--- src/rtl/wishbone_uart_rx.sv ---
// wishbone_uart_rx: 8N1 serial receiver with a Wishbone classic slave port.
// Build option: define UART_RX_FIFO_EN for a FIFO_DEPTH-entry receive FIFO;
// otherwise a single holding register with a valid flag stores the byte.
//
// Ports:
//   clk, rst            system clock, asynchronous active-high reset
//   ser_rx              asynchronous serial input, idle high
//   wishbone_*_i        slave request (addr bit [2] selects data/status)
//   wishbone_data_o     read data, zero whenever ack is low
//   wishbone_ack_o      one-cycle acknowledge per request
//   rx_irq_o            high while at least one received byte is held
//
// Registers:
//   0x0 read : {24'b0, oldest byte}, popped on the ack cycle (0 if empty)
//   0x4 read : {29'b0, frame_err, overrun, valid}
//   0x4 write: bit1 clears overrun, bit2 clears frame_err
module wishbone_uart_rx #(
    parameter int BIT_CYCLES = 262,
    parameter int FIFO_DEPTH = 4
) (
    input  logic        clk,
    input  logic        rst,
    input  logic        ser_rx,
    input  logic [31:0] wishbone_addr_i,
    input  logic [31:0] wishbone_data_i,
    input  logic        wishbone_we_i,
    input  logic [3:0]  wishbone_sel_i,
    input  logic        wishbone_stb_i,
    input  logic        wishbone_cyc_i,
    output logic [31:0] wishbone_data_o,
    output logic        wishbone_ack_o,
    output logic        rx_irq_o
);

    localparam int DIV_W = 10;
    localparam logic [DIV_W-1:0] DIV_FULL = DIV_W'(BIT_CYCLES);
    localparam logic [DIV_W-1:0] DIV_HALF = DIV_W'(BIT_CYCLES / 2);

    typedef enum logic [1:0] {
        IDLE,
        START,
        DATA,
        STOP
    } rx_state_e;

    // ------------------------------------------------------------------
    // Input synchronizer and edge detect
    // ------------------------------------------------------------------
    logic sync1_q, sync2_q, rx_prev_q;
    logic rx_fall;

    assign rx_fall = rx_prev_q & ~sync2_q;

    always_ff @(posedge clk or posedge rst) begin
        if (rst) begin
            sync1_q   <= 1'b1;
            sync2_q   <= 1'b1;
            rx_prev_q <= 1'b1;
        end else begin
            sync1_q   <= ser_rx;
            sync2_q   <= sync1_q;
            rx_prev_q <= sync2_q;
        end
    end

    // ------------------------------------------------------------------
    // Receiver FSM
    // ------------------------------------------------------------------
    rx_state_e        state_q, state_d;
    logic [DIV_W-1:0] div_q, div_d;
    logic [2:0]       bit_cnt_q, bit_cnt_d;
    logic [7:0]       shift_q, shift_d;
    logic             div_expire;
    logic             push;
    logic             frame_set;

    // The divider counts down; the sample is taken on the cycle it reads 1,
    // so a load of N places the sample N clocks after the load.
    assign div_expire = (div_q == DIV_W'(1));

    always_comb begin
        state_d   = state_q;
        div_d     = div_q;
        bit_cnt_d = bit_cnt_q;
        shift_d   = shift_q;
        push      = 1'b0;
        frame_set = 1'b0;
        unique case (state_q)
            IDLE: begin
                if (rx_fall) begin
                    state_d   = START;
                    div_d     = DIV_HALF;
                    bit_cnt_d = 3'd0;
                end
            end
            START: begin
                if (div_expire) begin
                    if (!sync2_q) begin
                        state_d = DATA;
                        div_d   = DIV_FULL;
                    end else begin
                        state_d = IDLE;
                    end
                end else begin
                    div_d = div_q - DIV_W'(1);
                end
            end
            DATA: begin
                if (div_expire) begin
                    shift_d   = {sync2_q, shift_q[7:1]};
                    bit_cnt_d = bit_cnt_q + 3'd1;
                    div_d     = DIV_FULL;
                    if (bit_cnt_q == 3'd7) begin
                        state_d = STOP;
                    end
                end else begin
                    div_d = div_q - DIV_W'(1);
                end
            end
            STOP: begin
                if (div_expire) begin
                    push      = sync2_q;
                    frame_set = ~sync2_q;
                    state_d   = IDLE;
                end else begin
                    div_d = div_q - DIV_W'(1);
                end
            end
            default: state_d = IDLE;
        endcase
    end

    always_ff @(posedge clk or posedge rst) begin
        if (rst) begin
            state_q   <= IDLE;
            div_q     <= '0;
            bit_cnt_q <= '0;
            shift_q   <= '0;
        end else begin
            state_q   <= state_d;
            div_q     <= div_d;
            bit_cnt_q <= bit_cnt_d;
            shift_q   <= shift_d;
        end
    end

    // ------------------------------------------------------------------
    // Wishbone handshake and register decode
    // ------------------------------------------------------------------
    logic ack_q, ack_d;
    logic xfer, rd_en, wr_en_bus, sel_status;
    logic pop;
    logic empty, full;
    logic [7:0] head;

    // A held request is answered once; ack low for a cycle separates
    // back-to-back requests.
    assign ack_d      = wishbone_cyc_i & wishbone_stb_i & ~ack_q;
    assign xfer       = ack_q & wishbone_cyc_i & wishbone_stb_i;
    assign rd_en      = xfer & ~wishbone_we_i;
    assign wr_en_bus  = xfer & wishbone_we_i;
    assign sel_status = wishbone_addr_i[2];
    assign pop        = rd_en & ~sel_status & ~empty;

    // ------------------------------------------------------------------
    // Error flags
    // ------------------------------------------------------------------
    logic frame_err_q, frame_err_d;
    logic overrun_q, overrun_d;
    logic ovr_set, clr_ovr, clr_fe;

    // A pop in the same cycle frees the slot, so it is not an overrun.
    assign ovr_set = push & full & ~pop;
    assign clr_ovr = wr_en_bus & sel_status & wishbone_data_i[1];
    assign clr_fe  = wr_en_bus & sel_status & wishbone_data_i[2];

    always_comb begin
        overrun_d   = ovr_set | (overrun_q & ~clr_ovr);
        frame_err_d = frame_set | (frame_err_q & ~clr_fe);
    end

    always_ff @(posedge clk or posedge rst) begin
        if (rst) begin
            ack_q       <= 1'b0;
            overrun_q   <= 1'b0;
            frame_err_q <= 1'b0;
        end else begin
            ack_q       <= ack_d;
            overrun_q   <= overrun_d;
            frame_err_q <= frame_err_d;
        end
    end

    // ------------------------------------------------------------------
    // Receive storage
    // ------------------------------------------------------------------
    logic store_en;

    assign store_en = push & (~full | pop);

`ifdef UART_RX_FIFO_EN
    localparam int PTR_W = (FIFO_DEPTH > 1) ? $clog2(FIFO_DEPTH) : 1;

    logic [7:0]       mem_q [FIFO_DEPTH];
    logic [7:0]       mem_d [FIFO_DEPTH];
    logic [PTR_W-1:0] wr_ptr_q, wr_ptr_d;
    logic [PTR_W-1:0] rd_ptr_q, rd_ptr_d;
    logic [PTR_W:0]   count_q, count_d;

    assign empty = (count_q == '0);
    assign full  = (count_q == (PTR_W + 1)'(FIFO_DEPTH));
    assign head  = mem_q[rd_ptr_q];

    // Pointers wrap naturally because the depth is a power of two.
    always_comb begin
        mem_d    = mem_q;
        wr_ptr_d = wr_ptr_q;
        rd_ptr_d = rd_ptr_q;
        count_d  = count_q;
        if (store_en) begin
            mem_d[wr_ptr_q] = shift_q;
            wr_ptr_d        = wr_ptr_q + PTR_W'(1);
        end
        if (pop) begin
            rd_ptr_d = rd_ptr_q + PTR_W'(1);
        end
        unique case ({store_en, pop})
            2'b10:   count_d = count_q + (PTR_W + 1)'(1);
            2'b01:   count_d = count_q - (PTR_W + 1)'(1);
            default: count_d = count_q;
        endcase
    end

    always_ff @(posedge clk or posedge rst) begin
        if (rst) begin
            for (int i = 0; i < FIFO_DEPTH; i++) begin
                mem_q[i] <= '0;
            end
            wr_ptr_q <= '0;
            rd_ptr_q <= '0;
            count_q  <= '0;
        end else begin
            mem_q    <= mem_d;
            wr_ptr_q <= wr_ptr_d;
            rd_ptr_q <= rd_ptr_d;
            count_q  <= count_d;
        end
    end
`else
    logic [7:0]  hold_q, hold_d;
    logic        valid_q, valid_d;
    logic [31:0] unused_depth;

    assign unused_depth = 32'(FIFO_DEPTH);

    assign empty = ~valid_q;
    assign full  = valid_q;
    assign head  = hold_q;

    always_comb begin
        hold_d  = store_en ? shift_q : hold_q;
        valid_d = store_en | (valid_q & ~pop);
    end

    always_ff @(posedge clk or posedge rst) begin
        if (rst) begin
            hold_q  <= '0;
            valid_q <= 1'b0;
        end else begin
            hold_q  <= hold_d;
            valid_q <= valid_d;
        end
    end
`endif

    // ------------------------------------------------------------------
    // Outputs
    // ------------------------------------------------------------------
    always_comb begin
        wishbone_data_o = '0;
        if (rd_en) begin
            if (sel_status) begin
                wishbone_data_o = {29'b0, frame_err_q, overrun_q, ~empty};
            end else if (!empty) begin
                wishbone_data_o = {24'b0, head};
            end
        end
    end

    assign wishbone_ack_o = ack_q;
    assign rx_irq_o       = ~empty;

    logic unused_bits;
    assign unused_bits = ^{wishbone_sel_i, wishbone_addr_i[31:3],
                           wishbone_addr_i[1:0], wishbone_data_i[31:3],
                           wishbone_data_i[0]};

endmodule
--- config.mk ---
export PLATFORM = sky130hd
export DESIGN_NAME = wishbone_uart_rx
export DESIGN_NICKNAME = d
export VERILOG_FILES = /design/src/rtl/wishbone_uart_rx.sv
export SDC_FILE = /design/constraint.sdc
export NUM_CORES = 1
export LEC_CHECK = 0
export ABC_AREA = 1
export CAP_MARGIN = 10
export CORE_MARGIN = 1.5
export CORE_UTILIZATION = 35
export CTS_CLUSTER_DIAMETER = 50
export DETAILED_ROUTE_END_ITERATION = 12
export PLACE_DENSITY = 0.71
export SYNTH_ARGS = -nofsm -noshare
export SYNTH_HDL_FRONTEND = slang
export SYNTH_SLANG_ARGS = --single-unit
--- constraint.sdc ---
create_clock -name clk -period 3.7 [get_ports clk]
set_clock_uncertainty 0.05 [all_clocks]
set_input_delay 0.37 -clock clk [delete_from_list [all_inputs] [get_ports clk]]
set_output_delay 0.37 -clock clk [all_outputs]
set_load 0.05 [all_outputs]
==> parameters.txt <==
Parameter                              Value

Clock network
  Number of buffers added by the clock tree synthesis step ... 5
  Root buffer selected by CTS ... sky130_fd_sc_hd__clkbuf_8
  Level count of the clock H-tree ... 2
  Post-CTS Setup Repair Bufs ... 0
  Post-CTS resize count ... 0
  Number of sinks driven by the clock tree ... 38
  Clock transition at the registers of the reported paths ... 0.07 ns
  Worst-Skew Late Latency ... 0.30 ns
  Quantity of hold-fixing buffers added after cts ... 0
  Bufs on Longest Clock Path ... 2
  TritonCTS clock tree ... built

Power and ir drop
  Overall Power ... 1.77 mW
  Leakage power total ... 1.31 nW
  Fraction of power spent switching nets ... 42.8%
  Sequential share of power ... 32.4%
  Net switching component of the power ... 0.756 mW
  Clock network fraction of design power ... 24.0%
  Power density over cell area ... 696 mW/mm^2
  Power Internal ... 1.01 mW
  Maximum vdd drop ... 0.295 mV
  Fraction of power consumed by combinational cells ... 43.6%

Detailed routing
  Via count ... 1709
  Count of routing violations after the opening detailed-route iteration ... 103
  Total wirelength of the detailed-routed design ... 3850 um
  Routed wirelength normalized by instance count ... 10.1 um
  Detailed-route DRC error count ... 0
  Number of iterations in the first detailed-routing pass ... 4
  Drt via density ... 4.49
  Post-route ant nets ... 0

Floorplan
  Die boundary height ... 82.9 um
  Row count ... 28
  Die width ... 82.9 um
  Core region area ... 0.00603 mm^2
  Initial core utilization ... 37.1%
  Number of primary I/O pins ... 108
  Die ar. ... 0.00687 mm^2

Worst setup path
  Capture point of the critical path ... wishbone_data_o[1]
  Worst setup path startpoint ... wishbone_stb_i
  Worst path required time ... 3.28 ns
  R2R Path Start ... div_q[1]$_DFFE_PP0P_
  Crit path arrival time ... 2.51 ns
  Setup CP Type ... in2out
  Top fanout value on the critical path ... 7
  Reg2Reg Setup Slack ... 1.76 ns
  Capture point of the worst reg-to-reg path ... bit_cnt_q[0]$_DFFE_PP0P_
  Startpoint kind of the worst setup timing path ... primary input
  Worst Reg-to-Reg Cells ... 10
  Capturing element type of the critical path ... primary output

Timing
  Hold Vio Cnt, Final ... 0
  Minimum clock period ... 2.93 ns
  Unrepaired setup endpoints after global routing ... no
  Transition at the pin with the smallest max-transition slack ... 0.513 ns
  Fmax achieved ... 341 MHz
  Max-slew violations ... 0
  Slew HR ... 65.7%
  Post-route setup TNS ... 0 ns
  Part of the cycle the worst path needs ... 79.3%
  Setup violators final ... 0

Global route
  Global-route wire length before repair ... 6870 um
  Pin count of the biggest net entering global routing ... 39
  Overall routing resource usage ... 12.0%
  Antenna violations before repair ... 0
  Leftover overflow at the end of global routing ... 0
  Number of global-route vias before repair ... 1572

Finish
  Total area of multi-input combinational cells ... 0.00103 mm^2
  Highest-count cells in the layout ignoring fill and taps ... sky130_fd_sc_hd__nand2_1, sky130_fd_sc_hd__dfrtp_1, sky130_fd_sc_hd__inv_1
  Number of fill cells in the layout ... 602
  Final Net Count ... 388
  Sequential cell area ... 955 um^2
  Leading cell type in the layout, fill and taps excluded ... sky130_fd_sc_hd__nand2_1
  Layout-stage area growth over the synthesis result ... 13.4%
  Share of final-layout standard cells stronger than drive strength 1 ... 9.15%
  Antenna fix cells ... 0

Outcome
  Run status ... finished clean

Placement
  Last weighted congestion value of the routability-driven placer ... 0.901
  Count of input and output buffers ... 18
  HPWL after detailed placement ... 2850 um

Synth
  Number of flip-flops and latches in the synthesized netlist ... 38
  Library cells used by synthesis ... 30
  YS warnings ... 0
  Sequential area share after synthesis ... 42.7%
  Netlist Area Pre-Place ... 0.00223 mm^2
  Instance count of the mapped netlist ... 282
  Synthesized area divided by synthesized cell count ... 7.92 um^2

Hold path
  Type of the most critical hold path ... reg2reg

Flow run
  Total of max-cap violations ... 0
stage by stage:
| stage | cells | instance area [um^2] | util (%) | worst slack (ns) | hold WS, ns |
|---|---|---|---|---|---|
| 2_1_floorplan | 305 | 2320 | - | 0.893 | 0.295 |
| 3_3_place_gp | 373 | 2400 | 39.8 | 0.773 | 0.296 |
| 3_5_place_dp | 373 | 2400 | 39.8 | 0.744 | 0.303 |
| 4_1_cts | 381 | 2530 | 42.1 | 0.744 | 0.318 |
| 5_1_grt | 381 | 2530 | 42.1 | 0.605 | 0.320 |
| 6_report | 381 | 2530 | 42.1 | 0.767 | 0.310 |
cells by family after synthesis:
| kind of cell | count (synthesis) | synth area share [%] |
|---|---|---|
| AO/OA/AOI/OAI | 27 | 6.77 |
| XOR/XNOR | 3 | 1.18 |
| adder cells (fa/ha/maj) | 9 | 5.04 |
| buffers and inverters | 61 | 15.1 |
| flip-flops | 38 | 42.7 |
| other | 1 | 0.168 |
| AND/OR/NAND/NOR | 143 | 29.1 |
per-layer routing:
metal  GRT usage, %  vias to the layer above  wire length (um)
met5              0                        -                 0
met4           5.91                        0                53
met3           2.68                        5               143
met2           19.0                       41              1800
met1           15.5                      781              1860
li1               -                      882                 -
critical path, stage by stage:
cell,delay (ns)
sky130_fd_sc_hd__clkdlybuf4s50_1,0.47
sky130_fd_sc_hd__nand3_1,0.12
sky130_fd_sc_hd__nor2_1,0.24
sky130_fd_sc_hd__nand3_1,0.26
sky130_fd_sc_hd__o21ai_0,0.23
sky130_fd_sc_hd__clkdlybuf4s50_1,0.82
sequential cells by signal (all words and copies together) (netlist names), named ones only:
signal,cells
div_q,10
head,8
shift_q,8
bit_cnt_q,3
frame_err_q,1
overrun_q,1
rx_irq_o,1
rx_prev_q,1
state_q,1
sync1_q,1
sync2_q,1
wishbone_ack_o,1
power groups by stage:
stage / Sequential [mW] / Clock (mW) / Combinational (mW)
after floorplan: 0.580 / 0 / 0.624
after global placement: 0.577 / 0 / 0.747
after detailed placement: 0.578 / 0 / 0.769
after CTS: 0.572 / 0.435 / 0.775
after global routing: 0.587 / 0.449 / 0.871
final: 0.572 / 0.424 / 0.769
worst min path at each step:
stage,cells past startpoint,endpoint,slack (ns),startpoint
floorplan,0,sync2_q$_DFF_PP1_,0.30,sync1_q$_DFF_PP1_
global placement,0,sync2_q$_DFF_PP1_,0.30,sync1_q$_DFF_PP1_
detailed placement,0,sync2_q$_DFF_PP1_,0.30,sync1_q$_DFF_PP1_
CTS,0,sync2_q$_DFF_PP1_,0.32,sync1_q$_DFF_PP1_
global route,0,sync2_q$_DFF_PP1_,0.32,sync1_q$_DFF_PP1_
finish,0,sync2_q$_DFF_PP1_,0.31,sync1_q$_DFF_PP1_
synthesized netlist by cell type:
library cell	number	area share, %
sky130_fd_sc_hd__ha_1	9	5.0
sky130_fd_sc_hd__o31ai_1	1	0.34
sky130_fd_sc_hd__nor2_4	2	1.0
sky130_fd_sc_hd__or2_2	1	0.28
sky130_fd_sc_hd__dfrtp_1	35	39
sky130_fd_sc_hd__nor2_8	1	0.90
sky130_fd_sc_hd__nor3_1	2	0.45
sky130_fd_sc_hd__nor2_1	25	4.2
sky130_fd_sc_hd__a21boi_2	1	0.50
sky130_fd_sc_hd__a21oi_1	3	0.67
sky130_fd_sc_hd__nand3_4	1	0.78
sky130_fd_sc_hd__nand3b_1	1	0.34
sky130_fd_sc_hd__conb_1	1	0.17
sky130_fd_sc_hd__inv_1	34	5.7
sky130_fd_sc_hd__buf_4	24	8.1
sky130_fd_sc_hd__buf_2	1	0.22
sky130_fd_sc_hd__inv_2	1	0.17
sky130_fd_sc_hd__xor2_1	1	0.39
sky130_fd_sc_hd__xnor2_1	2	0.78
sky130_fd_sc_hd__nand2_2	4	1.1
sky130_fd_sc_hd__dfstp_2	3	3.5
sky130_fd_sc_hd__nor2_2	1	0.28
sky130_fd_sc_hd__nand3_2	2	0.90
sky130_fd_sc_hd__o21ai_2	2	0.78
sky130_fd_sc_hd__o21ai_0	19	4.3
sky130_fd_sc_hd__nand4_1	5	1.4
sky130_fd_sc_hd__nand3_1	17	3.8
sky130_fd_sc_hd__nand2_1	81	14
sky130_fd_sc_hd__o21ai_1	1	0.22
sky130_fd_sc_hd__buf_12	1	0.90
final cells by class:
cell class	instances	area share, %
clock buffers	5	2.71
clock inverters	3	2.71
inverters	35	5.18
multi-input cells	206	40.6
flip-flops and latches	38	37.7
well taps	75	3.70
repair buffers	19	7.40
(Power assumes the default switching activity.)
